`src/rtl/bcd_to_binary_seq_pkg.sv`:
```
// Shared definitions for the sequential BCD-to-binary converter.
//   - BCD digit constants used by the digit correction and the legality check
//   - FSM state encoding
//   - constant helper functions for sizing the counter and checking BIN_W
package bcd_to_binary_seq_pkg;

    localparam int BCD_DIGIT_W   = 4;
    localparam int BCD_MAX_DIGIT = 9;
    localparam int BCD_CORR_THR  = 8;
    localparam int BCD_CORR_SUB  = 3;

    typedef enum logic [1:0] {
        ST_IDLE  = 2'd0,
        ST_SHIFT = 2'd1,
        ST_DONE  = 2'd2
    } state_t;

    // Smallest r with 2**r >= v.
    function automatic int clog2(input longint unsigned v);
        int              r;
        longint unsigned p;
        r = 0;
        p = 1;
        while (p < v) begin
            p = p << 1;
            r = r + 1;
        end
        return r;
    endfunction

    // Binary width needed to hold 10**digits - 1.
    function automatic int min_bin_w(input int digits);
        longint unsigned p;
        p = 1;
        for (int i = 0; i < digits; i++) begin
            p = p * 10;
        end
        return clog2(p);
    endfunction

endpackage

```
`src/rtl/bcd_to_binary_seq_if.sv`:
```
// Handshake bundle of the BCD-to-binary converter.
//   in_valid/in_ready/bcd_in        : input side (keypad digit entry)
//   out_valid/out_ready/bin_out/err/err_digit : result side (binary ALU)
// master = producer/consumer surrounding the converter, slave = the converter.
interface bcd_to_binary_seq_if #(
    parameter int DIGITS = 3,
    parameter int BIN_W  = 10
);
    logic                  in_valid;
    logic                  in_ready;
    logic [4*DIGITS-1:0]   bcd_in;
    logic                  out_valid;
    logic                  out_ready;
    logic [BIN_W-1:0]      bin_out;
    logic                  err;
    logic [DIGITS-1:0]     err_digit;

    modport master (
        output in_valid,
        output bcd_in,
        output out_ready,
        input  in_ready,
        input  out_valid,
        input  bin_out,
        input  err,
        input  err_digit
    );

    modport slave (
        input  in_valid,
        input  bcd_in,
        input  out_ready,
        output in_ready,
        output out_valid,
        output bin_out,
        output err,
        output err_digit
    );

endinterface

```
`src/rtl/bcd_to_binary_seq_digit_corr.sv`:
```
// Reverse double-dabble correction of one BCD digit after the right shift:
// a digit that reached 8 or more gets 3 subtracted.
//   i_digit : shifted digit
//   o_digit : corrected digit
module bcd_to_binary_seq_digit_corr
    import bcd_to_binary_seq_pkg::*;
(
    input  logic [BCD_DIGIT_W-1:0] i_digit,
    output logic [BCD_DIGIT_W-1:0] o_digit
);

    assign o_digit = (i_digit >= BCD_DIGIT_W'(BCD_CORR_THR))
                   ? i_digit - BCD_DIGIT_W'(BCD_CORR_SUB)
                   : i_digit;

endmodule

```
`src/rtl/bcd_to_binary_seq.sv`:
```
// Multi-digit sequential BCD-to-binary converter (reverse double-dabble,
// one result bit per clock).
//   clk : system clock, rising edge
//   rst : asynchronous reset, active-high
//   bus : slave side of bcd_to_binary_seq_if (valid/ready on input and output)
//
// state    | meaning
// ---------+-------------------------------------------------------------
// ST_IDLE  | in_ready high, waiting for in_valid
// ST_SHIFT | converting, one shift+correct per clock, counter counts down
// ST_DONE  | out_valid high, result held until out_ready
module bcd_to_binary_seq
    import bcd_to_binary_seq_pkg::*;
#(
    parameter int DIGITS = 3,
    parameter int BIN_W  = 10
)
(
    input  logic                  clk,
    input  logic                  rst,
    bcd_to_binary_seq_if.slave    bus
);

    localparam int BCD_W = BCD_DIGIT_W * DIGITS;
    localparam int SR_W  = BCD_W + BIN_W;
    localparam int CNT_W = clog2(BIN_W + 1);

    if (DIGITS < 1 || BIN_W < min_bin_w(DIGITS)) begin : g_cfg_err
        $error("bcd_to_binary_seq: BIN_W=%0d too small for DIGITS=%0d", BIN_W, DIGITS);
    end

    state_t             r_state;
    logic [CNT_W-1:0]   r_cnt;
    logic [SR_W-1:0]    r_sr;
    logic               r_in_ready;
    logic               r_out_valid;
    logic [BIN_W-1:0]   r_bin_out;
    logic               r_err;
    logic [DIGITS-1:0]  r_err_digit;

    logic [DIGITS-1:0]  w_err_digit;
    logic [SR_W-1:0]    w_sr_shift;
    logic [SR_W-1:0]    w_sr_next;

    assign w_sr_shift              = r_sr >> 1;
    assign w_sr_next[BIN_W-1:0]    = w_sr_shift[BIN_W-1:0];

    // Per-digit legality check on the raw input and per-digit correction of the
    // shifted BCD part; digits are corrected independently, no borrow between them.
    for (genvar g = 0; g < DIGITS; g++) begin : g_digit
        assign w_err_digit[g] =
            bus.bcd_in[g*BCD_DIGIT_W +: BCD_DIGIT_W] > BCD_DIGIT_W'(BCD_MAX_DIGIT);

        bcd_to_binary_seq_digit_corr u_corr (
            .i_digit (w_sr_shift[BIN_W + g*BCD_DIGIT_W +: BCD_DIGIT_W]),
            .o_digit (w_sr_next [BIN_W + g*BCD_DIGIT_W +: BCD_DIGIT_W])
        );
    end

    always_ff @(posedge clk or posedge rst) begin
        if (rst) begin
            r_state     <= ST_IDLE;
            r_cnt       <= '0;
            r_sr        <= '0;
            r_in_ready  <= 1'b1;
            r_out_valid <= 1'b0;
            r_bin_out   <= '0;
            r_err       <= 1'b0;
            r_err_digit <= '0;
        end else begin
            case (r_state)
                ST_IDLE: begin
                    if (bus.in_valid) begin
                        r_in_ready <= 1'b0;
                        if (|w_err_digit) begin
                            // Illegal input skips the conversion entirely.
                            r_bin_out   <= '0;
                            r_err       <= 1'b1;
                            r_err_digit <= w_err_digit;
                            r_out_valid <= 1'b1;
                            r_state     <= ST_DONE;
                        end else begin
                            r_sr    <= {bus.bcd_in, {BIN_W{1'b0}}};
                            r_cnt   <= CNT_W'(BIN_W);
                            r_state <= ST_SHIFT;
                        end
                    end
                end
                ST_SHIFT: begin
                    r_sr  <= w_sr_next;
                    r_cnt <= r_cnt - 1'b1;
                    if (r_cnt == CNT_W'(1)) begin
                        r_bin_out   <= w_sr_next[BIN_W-1:0];
                        r_err       <= 1'b0;
                        r_err_digit <= '0;
                        r_out_valid <= 1'b1;
                        r_state     <= ST_DONE;
                    end
                end
                ST_DONE: begin
                    if (bus.out_ready) begin
                        r_out_valid <= 1'b0;
                        r_in_ready  <= 1'b1;
                        r_state     <= ST_IDLE;
                    end
                end
                default: begin
                    r_out_valid <= 1'b0;
                    r_in_ready  <= 1'b1;
                    r_state     <= ST_IDLE;
                end
            endcase
        end
    end

    assign bus.in_ready  = r_in_ready;
    assign bus.out_valid = r_out_valid;
    assign bus.bin_out   = r_bin_out;
    assign bus.err       = r_err;
    assign bus.err_digit = r_err_digit;

endmodule

```
`src/flat_wrapper.sv`:
```
// flat-port wrapper written by rule: the top's interface ports become plain ports
module bcd_to_binary_seq_flat import bcd_to_binary_seq_pkg::*;
#(
    parameter int DIGITS = 3,
    parameter int BIN_W  = 10
)
  (clk, rst, bus_in_valid, bus_bcd_in, bus_out_ready, bus_in_ready, bus_out_valid, bus_bin_out, bus_err, bus_err_digit);
  bcd_to_binary_seq_if #(.DIGITS(DIGITS), .BIN_W(BIN_W)) bus_i ();
  input  logic clk;
  input  logic rst;
  input wire logic [$bits(bus_i.in_valid)-1:0] bus_in_valid;
  input wire logic [$bits(bus_i.bcd_in)-1:0] bus_bcd_in;
  input wire logic [$bits(bus_i.out_ready)-1:0] bus_out_ready;
  output wire logic [$bits(bus_i.in_ready)-1:0] bus_in_ready;
  output wire logic [$bits(bus_i.out_valid)-1:0] bus_out_valid;
  output wire logic [$bits(bus_i.bin_out)-1:0] bus_bin_out;
  output wire logic [$bits(bus_i.err)-1:0] bus_err;
  output wire logic [$bits(bus_i.err_digit)-1:0] bus_err_digit;
  assign bus_i.in_valid = bus_in_valid;
  assign bus_i.bcd_in = bus_bcd_in;
  assign bus_i.out_ready = bus_out_ready;
  assign bus_in_ready = bus_i.in_ready;
  assign bus_out_valid = bus_i.out_valid;
  assign bus_bin_out = bus_i.bin_out;
  assign bus_err = bus_i.err;
  assign bus_err_digit = bus_i.err_digit;
  bcd_to_binary_seq #(.DIGITS(DIGITS), .BIN_W(BIN_W)) u_core (.clk(clk), .rst(rst), .bus(bus_i));
endmodule
```
`config.mk`:
```
export PLATFORM = sky130hd
export DESIGN_NAME = bcd_to_binary_seq_flat
export DESIGN_NICKNAME = d
export VERILOG_FILES = /design/src/rtl/bcd_to_binary_seq_pkg.sv /design/src/rtl/bcd_to_binary_seq_if.sv /design/src/rtl/bcd_to_binary_seq_digit_corr.sv /design/src/rtl/bcd_to_binary_seq.sv /design/src/flat_wrapper.sv
export SDC_FILE = /design/constraint.sdc
export NUM_CORES = 1
export LEC_CHECK = 0
export ABC_AREA = 0
export CORE_MARGIN = 5
export CORE_UTILIZATION = 53
export DETAILED_ROUTE_END_ITERATION = 8
export PLACE_DENSITY = 0.85
export SLEW_MARGIN = 20
export SYNTH_ARGS = -nofsm -noshare
export SYNTH_HDL_FRONTEND = slang
export SYNTH_SLANG_ARGS = --single-unit
export TNS_END_PERCENT = 1
```
`constraint.sdc`:
```
create_clock -name clk -period 1.75 [get_ports clk]
set_input_delay 0.2625 -clock clk [delete_from_list [all_inputs] [get_ports clk]]
set_output_delay 0.2625 -clock clk [all_outputs]
set_load 0.01 [all_outputs]
```
### After elaboration in Yosys (flattened, before gate mapping)

Cells that the tools add are included.
W data, S select, Z words.

| operators by class | value |
|---|---|
| add/sub/neg operators | 4 |
| $lt $le $gt $ge | 6 |
| equality and inequality tests | 8 |
| multiplexer cells | 32 |
| bitwise operators | 1 |
| reduce and logical (&&, ||, !) cells | 8 |

Operators by type and width:

| cell | count |
|---|---|
| $mux W22 | 2 |
| $pmux W22 S2 | 1 |
| $mux W10 | 3 |
| $mux W4 | 5 |
| $pmux W10 S2 | 1 |
| $gt A4 B4 Y1 const B | 3 |
| $mux W3 | 3 |
| $reduce_and A3 Y1 | 3 |
| $ge A4 B4 Y1 const B | 2 |
| $mux W2 | 4 |
| $pmux W4 S2 | 1 |
| $reduce_and A4 Y1 | 2 |
| $sub A4 B2 Y4 const B | 2 |
| $mux W1 | 7 |
| $ne A2 B2 Y1 const B | 3 |
| $pmux W1 S3 | 2 |
| $pmux W2 S3 | 1 |
| $pmux W3 S2 | 1 |
| $eq A4 B1 Y1 const B | 1 |
| $ge A3 B4 Y1 const B | 1 |
| $ne A2 B1 Y1 const B | 2 |
| $sub A3 B2 Y4 const B | 1 |
| $sub A4 B1 Y4 const B | 1 |
| $reduce_or A3 Y1 | 1 |
| other kinds (6) | 6 |

| storage, ports and cells | value |
|---|---|
| flip-flop bits (word level) | 44 |
| input port bits | 16 |
| output and inout port bits | 16 |
| word-level logic and storage cells | 67 |

### Longest topological paths before layout

Gate-level depths: netlist of run 1.

| logic depth | value |
|---|---|
| word-level depth | 5 |
| gate-level depth with buffers | 6 |
| gate-level depth less buffers | 5 |

### By module

A second synthesis of run 1 with hierarchy kept.

| unflattened totals | value |
|---|---|
| cells, all modules | 192 |
| area, all modules | 2135.8 um2 |

By module, submodules not included:

| module | instances | cells an instance | area each (um2) | seq. area each (um2) |
|---|---|---|---|---|
| bcd_to_binary_seq | 1 | 159 | 1906.8 | 1077.3 |
| bcd_to_binary_seq_digit_corr | 3 | 11 | 76.3 | 0.0 |

### Least setup slack after synthesis of run 1

No wires, ideal clock.

| timing | value |
|---|---|
| path kind | flip-flop to flip-flop |
| start | register u_core.r_state[1] |
| end | register u_core.r_sr[4] |
| library setup time | 121 ps |
| arrival time | 1389 ps |
| data required time | 1629 ps |
| path slack | 240 ps |
| cell stages (with the launch flop) | 7 |
| path buffers | 2 |
| period minus slack after synthesis | 1510 ps |
| cells stage by stage | dfrtp_1 and2b_1 nand4_4 and2_4 buf_6 buf_6 a22o_1 |

| on the way | value |
|---|---|
| longest elaborated chain between the ends | 3 |
| elaborated cells between the ends (all ways) | 7 |
| classes of those cells | eq/ne: 3; mux: 1; reduce/logical: 3 |

RTL lines:

| element | RTL line | source |
|---|---|---|
| from (decl) | bcd_to_binary_seq.sv:32 | `state_t r_state;` |
| from (signal assigned) | bcd_to_binary_seq.sv:62 | `r_state <= ST_IDLE;` |
| from (signal assigned) | bcd_to_binary_seq.sv:81 | `r_state <= ST_DONE;` |
| from (signal assigned) | bcd_to_binary_seq.sv:85 | `r_state <= ST_SHIFT;` |
| $logic_not A2 Y1 / $eq A2 B1 Y1 (equally long branches) | bcd_to_binary_seq.sv:71 | `case (r_state)` |
| $ne A2 B2 Y1 (no source line) / $reduce_bool A2 Y1 (equally long branches) | - |  |
| $reduce_and A3 Y1 (no source line) | - |  |
| to (signal assigned) | bcd_to_binary_seq.sv:83 | `r_sr <= {bus.bcd_in, {BIN_W{1'b0}}};` |
| to (signal assigned) | bcd_to_binary_seq.sv:90 | `r_sr <= w_sr_next;` |
| to (decl) | bcd_to_binary_seq.sv:34 | `logic [SR_W-1:0] r_sr;` |

Parallel ways exist; a longest one is shown, timed or not.
A chain may end at the register's enable or synchronous reset.

### Worst setup path after layout of run 1

| timing | value |
|---|---|
| start | register u_core.r_state[1] |
| end | register u_core.r_bin_out[4], in the netlist u_core.bus.bin_out[4] |

| on the way | value |
|---|---|
| longest elaborated chain between the ends | 3 |
| elaborated cells between the ends (all ways) | 8 |
| classes of those cells | eq/ne: 4; mux: 1; reduce/logical: 3 |

RTL lines:

| element | RTL line | source |
|---|---|---|
| $eq A2 B1 Y1 / $logic_not A2 Y1 (equally long branches) | bcd_to_binary_seq.sv:71 |  |
| $ne A2 B1 Y1 (no source line) (tied with other cells) | - |  |
| $reduce_and A4 Y1 (no source line) | - |  |
| to (signal assigned) | bcd_to_binary_seq.sv:93 | `r_bin_out <= w_sr_next[BIN_W-1:0];` |
| to (decl) | bcd_to_binary_seq.sv:37 | `logic [BIN_W-1:0] r_bin_out;` |

Parallel ways exist; a longest one is shown, timed or not.

==> Flow_metrics.wiki, run 1 <==
{| class="wikitable"
! Metric !! Value
|-
| Status || finished clean
|-
| Wire per inst || 18.7 um
|-
| Layout cell share with drive strength beyond 1 || 22.8%
|-
| DRC viols || 0
|-
| Count of standard-cell rows || 22
|-
| Critical Path Fanout Max || 12
|-
| Fmax || 0.590 GHz
|-
| Most common cell type on the critical path || buf_4
|-
| Commonest non-fill, non-tap cell in the layout || dfrtp_1
|-
| Critical path required time || 1.94 ns
|-
| Worst endpoint data arrival time || 1.88 ns
|-
| Crit Path Category || flop to flop
|-
| Width of the chip || 73.0 um
|-
| Commonest non-fill, non-tap cells in the layout || 41 x dfrtp_1, 31 x clkdlybuf4s50_1, 23 x buf_4
|-
| Total global routing overflow || 0
|-
| Register area share after synthesis || 51.3%
|-
| Detailed-router iteration count before antenna repair || 4
|-
| Max-Slew Margin vs Limit || 72.9%
|-
| Fill cell instance count of the final layout || 260
|-
| Die Footprint || 5320 sq um
|-
| Detail-routed via count per cell || 5.99
|-
| Global placement routability congestion || 0.877
|-
| Leak || 1.25 nW
|-
| Cell family with most CP delay || compound AO/OA/AOI/OAI gates
|-
| Startpoint of the most critical setup path || u_core.r_state[1]
|-
| Starting density of the core || 56.1%
|-
| Design Area, Final || 2750 sq um
|-
| Kind of launch point of the worst setup path || flop
|-
| Clock sink total || 43
|-
| Xor/xnor share of the synthesized area || 1.67%
|-
| Routed wire length || 5240 um
|-
| Clock transition at the registers of the reported paths || 0.08 ns
|-
| Final layout net count || 253
|-
| Number of endpoints with negative hold slack in the final report || 0
|-
| Synthesized-area fraction occupied by ao, oa, aoi and oai cells || 22.7%
|-
| First DRT Iteration DRCs || 95
|-
| Critical path cell sequence || buf_4 > nand2b_1 > a31oi_2 > o21bai_1 > buf_4 > a22o_1
|-
| Area Growth Syn to Fin || 31.1%
|-
| Clock latency at the later pin of the worst-skew pair || 0.30 ns
|-
| Share of synthesized cell area in full adder, half adder and majority cells || 3.57%
|-
| Antenna fix cells || 0
|-
| Root buffer cell || clkbuf_8
|-
| # H-tree levels || 2
|-
| Power density over the cells || 1620 nW/um^2
|-
| I/O pins || 32
|-
| Clk buf depth || 2
|-
| Post-Synthesis Cell Area || 2100 sq um
|-
| Actual transition at the worst max-transition pin || 0.405 ns
|-
| Max-cap violation count || 0
|-
| Clock period minus worst slack || 1.70 ns
|-
| Worst Setup End Kind || flop
|-
| Global-route total usage across every layer || 21.4%
|-
| Synthesis Warnings || 0
|-
| Final count of negative-setup-slack endpoints || 0
|-
| Synthesized flop and latch total || 43
|-
| Number of buffer cells added on primary ports || 31
|-
| Total number of vias || 1676
|-
| Placement Cell Area || 2620 sq um
|-
| Final total negative setup slack || 0 ns
|-
| Worst clock skew || 0.00543 ns
|-
| Detailed placer's ending HPWL || 3590 um
|-
| Fin. max-slew vios || 0
|-
| Min-delay worst type || primary input to asynchronous set/reset pin
|-
| Hold_buf cts || 0
|-
| Post-route clock period utilization || 96.9%
|-
| Instance count of the mapped netlist || 178
|-
| Vias in the first global route || 1729
|-
| Share of synthesized cell area in and, or, nand and nor gates || 10.1%
|-
| Core region area || 3740 sq um
|-
| Wire length of the first global-routing pass || 8580 um
|-
| Largest stage delay on the critical path || 0.47 ns
|-
| Standard cell with the maximum stage delay on the critical path || dfrtp_2
|-
| Height of the die || 73.0 um
|-
| Mean post-synth cell area || 11.8 sq um
|-
| CP bufs+invs || 2
|-
| Unique masters post-synth || 46
|-
| Combinational family with the most area after synthesis || compound AO/OA/AOI/OAI gates
|-
| Antenna Nets Post-Route || 0
|-
| IR drop worst, VDD || 0.887 mV
|-
| TritonCTS clock tree || done
|-
| Portion of netlist area occupied by mux cells || 6.19%
|-
| Worst R2R Start || u_core.r_state[1]
|-
| Number of antenna violations at the first check in global routing || 0
|-
| Largest net degree at the start of global routing || 44
|-
| Number of nets produced by synthesis || 200
|-
| CTS buffer count || 5
|}
cell families (layout without fill, tap and decap cells):
logic type,after synthesis,after routing
multiplexers,11,11
flip-flops,43,43
XOR/XNOR,4,4
AO/OA/AOI/OAI,59,59
AND/OR/NAND/NOR,36,36
adder cells (fa/ha/maj),6,6
buffers and inverters,19,73
cell type report:
class | instances | area (sq um) | share of cell area, %
inverters | 9 | 33.8 | 1.23
clock inverters | 3 | 43.8 | 1.59
clock buffers | 5 | 68.8 | 2.50
well taps | 48 | 60.1 | 2.18
flip-flops and latches | 43 | 1080 | 39.2
multi-input cells | 116 | 946 | 34.3
repair buffers | 56 | 523 | 19.0
repair_timing:
| item | in CTS | in global routing |
|---|---|---|
| hold endpoints to repair | 0 | 0 |
| setup buffers | 0 | 1 |
| pin swaps | 0 | 1 |
| endpoints found under the setup margin | 1 | 15 |
| resized for setup | 1 | 5 |
sequential cells by signal, summed over array words and instances, names as in the netlist:
| signal | count |
|---|---|
| u_core.r_sr | 21 |
| u_core.bus.out_valid | 1 |
| u_core.bus.in_ready | 1 |
| u_core.bus.err_digit | 3 |
| u_core.bus.bin_out | 10 |
| u_core.r_state | 2 |
| u_core.bus.err | 1 |
| u_core.r_cnt | 4 |
power by group:
part	internal, mW	total (mW)	switching [mW]
combinational	1.02	1.91	0.888
clock	0.425	0.774	0.349
sequential	1.38	1.77	0.391
total	2.82	4.45	1.63
per-stage QoR:
step | total power, mW | worst slack (ns) | hold slack (ns) | std cells | utilization (%)
floorplan | 2.89 | 0.240 | 0.395 | 178 | -
global placement | 3.49 | -0.0751 | 0.461 | 271 | 69.9
detailed placement | 3.61 | -0.204 | 0.466 | 271 | 69.9
CTS | 4.42 | 0.000684 | 0.358 | 279 | 72.9
global route | 4.72 | -0.00110 | 0.397 | 280 | 73.6
finish | 4.45 | 0.0548 | 0.340 | 280 | 73.6
worst reg2reg max path, cell delays in order, from the launching register on:
cell	delay (ns)
dfrtp_2	0.47
buf_4	0.19
nand2b_1	0.16
a31oi_2	0.26
o21bai_1	0.12
buf_4	0.18
a22o_1	0.20
synth_stat cells (all sizes together):
cell type | count | area share, %
a2111oi | 1 | 0.71
a21boi | 1 | 0.36
a21o | 1 | 0.36
a21oi | 5 | 1.4
a221o | 2 | 0.95
a22o | 20 | 8.3
a22oi | 1 | 0.60
a31oi | 3 | 1.2
a32oi | 2 | 0.83
a41oi | 1 | 0.42
and2 | 2 | 0.71
and2b | 1 | 0.36
and4 | 1 | 0.42
buf | 7 | 2.4
clkbuf | 3 | 0.54
dfrtp | 42 | 50
dfstp | 1 | 1.3
ha | 6 | 3.6
inv | 9 | 1.6
mux2 | 4 | 2.9
mux2i | 7 | 3.3
nand2 | 7 | 1.3
nand2b | 4 | 1.2
nand3 | 4 | 0.95
nand4 | 2 | 1.3
nor2 | 8 | 1.5
nor2b | 3 | 0.89
nor3 | 1 | 0.24
nor3b | 1 | 0.36
o21ai | 17 | 5.7
o21bai | 1 | 0.36
o22a | 1 | 0.42
o22ai | 1 | 0.30
o311ai | 2 | 0.83
or3b | 2 | 0.83
xnor2 | 4 | 1.7
final timing paths:
| kind | endpoint | slack [ns] | depth (start not counted) |
|---|---|---|---|
| setup / recovery | u_core.bus.bin_out[4] | 0.05 | 6 |
| hold / removal | u_core.bus.out_valid | 0.34 | 3 |
| setup reg to reg | u_core.bus.bin_out[4] | 0.05 | 6 |
| hold reg to reg | u_core.bus.err_digit[2] | 0.48 | 1 |
| max in group asynchronous | u_core.bus.in_ready | 1.15 | 3 |
| min in group clk | u_core.bus.err_digit[2] | 0.48 | 1 |
routing by layer:
layer | share of wire, % | routed length [um] | GRT usage (%)
met5 | 0 | 0 | 0
met4 | 2.8 | 149 | 7.38
met3 | 6.3 | 329 | 5.51
met2 | 50 | 2600 | 36.6
met1 | 41 | 2160 | 26.2
Note: power is estimated with default switching activity, not from simulation.
==> run 2, diff against run 1 <==
CAP_MARGIN = 20   (was unset)
PLACE_DENSITY = 0.84   (was 0.85)
SYNTH_HIERARCHICAL = 1   (was unset)
==> Flow_metrics.wiki, run 2 <==
{| class="wikitable"
! Metric !! Value
|-
| Clock period minus worst slack || 1.63 ns
|-
| Startpoint of the most critical setup path || u_core/bus.in_ready
|-
| Worst R2R Start || u_core/r_cnt[1]
|-
| Final count of negative-setup-slack endpoints || 0
|-
| Status || finished clean
|-
| Area Growth Syn to Fin || 23.9%
|-
| Clock sink total || 43
|-
| Most common cell in the netlist || dfrtp_1
|-
| Worst endpoint data arrival time || 1.36 ns
|-
| Register area share after synthesis || 50.4%
|-
| RSZ-0062 raised after global routing || false
|-
| Global-route total usage across every layer || 16.9%
|-
| Root buffer cell || clkbuf_8
|-
| Vias in the first global route || 1473
|-
| Standard cell with the maximum stage delay on the critical path || dfstp_2
|-
| Most used flip-flop cell after synthesis || dfrtp_1
|-
| Commonest non-fill, non-tap cells in the layout || 42 x dfrtp_1, 31 x clkdlybuf4s50_1, 22 x a22o_1
|-
| Sequential share of power || 44.8%
|-
| Die Footprint || 5400 sq um
|-
| I/O pins || 32
|-
| Power density over the cells || 1410 nW/um^2
|-
| Wire length of the first global-routing pass || 6980 um
|-
| Internal cell power || 2.35 mW
|-
| Worst R2R Path Depth || 7
|-
| Register with the most flip-flops || u_core/r_sr
|-
| Switching part of the total || 36.8%
|-
| Starting density of the core || 54.2%
|-
| Instance count of the mapped netlist || 192
|-
| Logic depth of the worst path, buffers included || 1
|-
| Final layout net count || 261
|-
| Final total negative setup slack || 0 ns
|-
| Synthesis Warnings || 6
|-
| Top-area cell type share of the netlist area || 49.2%
|-
| Clock latency at the later pin of the worst-skew pair || 0.29 ns
|-
| Setup bufs post-CTS || 0
|-
| Detail-routed via count per cell || 5.27
|-
| # H-tree levels || 2
|-
| Layout cell share with drive strength beyond 1 || 12.2%
|-
| Post-route clock period utilization || 92.9%
|-
| Min-delay worst type || primary input to asynchronous set/reset pin
|-
| Internal reg-to-reg setup slack || 0.16 ns
|-
| CTS buffer count || 5
|-
| Mean post-synth cell area || 11.1 sq um
|-
| Synthesized flop and latch total || 43
|-
| Width of the chip || 73.5 um
|-
| Cells taking the most area after synthesis || dfrtp_1 49%, a22o_1 9.0%, mux2i_1 5.6%
|-
| Largest stage delay on the critical path || 0.55 ns
|-
| Antenna fix cells || 0
|-
| Biggest area consumer among synthesized cells || dfrtp_1
|-
| Detailed-router iteration count before antenna repair || 4
|-
| IR drop worst, VDD || 0.872 mV
|-
| Unique masters post-synth || 37
|-
| First DRT Iteration DRCs || 76
|-
| Post-Synthesis Cell Area || 2140 sq um
|-
| Max FFs per register || 21
|-
| Post-Route Hold Slack || 0.327 ns
|-
| Leak || 1.22 nW
|-
| Clk buf depth || 2
|-
| Number of antenna violations at the first check in global routing || 0
|-
| Proportion of power drawn by the clock network || 16.0%
|-
| CP bufs+invs || 1
|-
| Height of the die || 73.5 um
|-
| Fin. max-slew vios || 0
|-
| Clock transition at the registers of the reported paths || 0.07 ns
|-
| TritonCTS clock tree || done
|-
| Part of the power in combinational logic || 39.2%
|-
| Number of endpoints with negative hold slack in the final report || 0
|-
| Fmax || 0.615 GHz
|-
| Net switching component of the power || 1.37 mW
|-
| Critical path cell sequence || clkdlybuf4s50_1
|-
| Count of standard-cell rows || 23
|-
| Core region area || 3940 sq um
|-
| DRC viols || 0
|-
| Worst clock skew || 0.00286 ns
|-
| End of the worst register-to-register path || u_core/bus.bin_out[5]
|-
| Number of buffer cells added on primary ports || 31
|-
| Antenna Nets Post-Route || 0
|-
| Detailed placer's ending HPWL || 2990 um
|-
| Largest net degree at the start of global routing || 44
|-
| Commonest cells post-synth || 42 x dfrtp_1, 22 x a22o_1, 19 x nand2_1
|-
| Worst Setup End Kind || output pin
|-
| Critical Path Fanout Max || 3
|-
| Kind of launch point of the worst setup path || flop
|-
| Critical path required time || 1.49 ns
|-
| Final core utilization || 67.1%
|-
| Crit Path Category || flop to output pin
|-
| Global placement routability congestion || 0.734
|-
| Total number of vias || 1519
|-
| Max-cap violation count || 0
|-
| Total global routing overflow || 0
|-
| Cell family with most CP delay || flip-flops
|-
| Proportion of synthesized flip-flops having asynchronous set or reset || 100%
|-
| Routed wire length || 4180 um
|-
| Post-synth EDFFs || 0
|-
| Wire per inst || 14.5 um
|-
| Commonest non-fill, non-tap cell in the layout || dfrtp_1
|}
## run 2: worst max path at each step
stage / end / slack [ns]
6_report: bus_in_ready / 0.12
5_1_grt: u_core/r_cnt[3] / 0.04
4_1_cts: u_core/bus.bin_out[5] / 0.05
3_5_place_dp: u_core/r_cnt[2] / -0.11
3_3_place_gp: u_core/bus.bin_out[7] / -0.07
2_1_floorplan: u_core/bus.bin_out[0] / 0.24
## run 2: cells by family after synthesis
| group | count (synthesis) | share of synthesized area, % |
|---|---|---|
| AOI/OAI and AO/OA | 57 | 20.2 |
| DFF | 43 | 50.4 |
| and+or+nand+nor | 41 | 10.3 |
| buffers and inverters | 24 | 6.09 |
| muxes | 12 | 5.62 |
| adders and majority gates | 8 | 4.69 |
| xor gates and xnor gates | 6 | 2.46 |
| other | 1 | 0.176 |
## run 2: through the flow
stage          area [sq um]  setup slack [ns]  power, mW  std cells
2_1_floorplan          2150             0.245       2.70        196
3_3_place_gp           2560           -0.0710       3.06        280
3_5_place_dp           2560            -0.113       3.14        280
4_1_cts                2640            0.0521       3.74        288
5_1_grt                2650            0.0390       4.01        288
6_report               2650             0.124       3.72        288
## run 2: cell type report
type / count / area, sq um
fillers: 307 / 1300
repair buffers: 44 / 420
multi-input cells: 129 / 948
clock buffers: 6 / 72.6
clock inverters: 2 / 12.5
flip-flops and latches: 43 / 1080
well taps: 50 / 62.6
inverters: 14 / 52.6
## run 2: power by group through the flow
stage | combinational (mW) | sequential [mW] | clock [mW]
4_1_cts | 1.47 | 1.66 | 0.610
2_1_floorplan | 1.09 | 1.60 | 0
6_report | 1.46 | 1.67 | 0.595
3_5_place_dp | 1.46 | 1.68 | 0
5_1_grt | 1.63 | 1.72 | 0.659
3_3_place_gp | 1.40 | 1.66 | 0
## run 2: timing repair
item                                    4_1_cts  5_1_grt
resized for setup                             0        1
endpoints found under the setup margin        0       13
hold buffers                                  0        0
## run 2: routing by layer
metal / track usage, % / vias up / part of all wire, %
li1: - / 752 / -
met1: 23.2 / 736 / 49
met2: 26.6 / 25 / 47
met3: 3.42 / 6 / 3.3
met4: 5.84 / 0 / 1.2
met5: 0 / - / 0
## run 2: worst min-delay path, delay by kind of cell
family	cells	cell delay (ns)
buf+inv	3	0.72
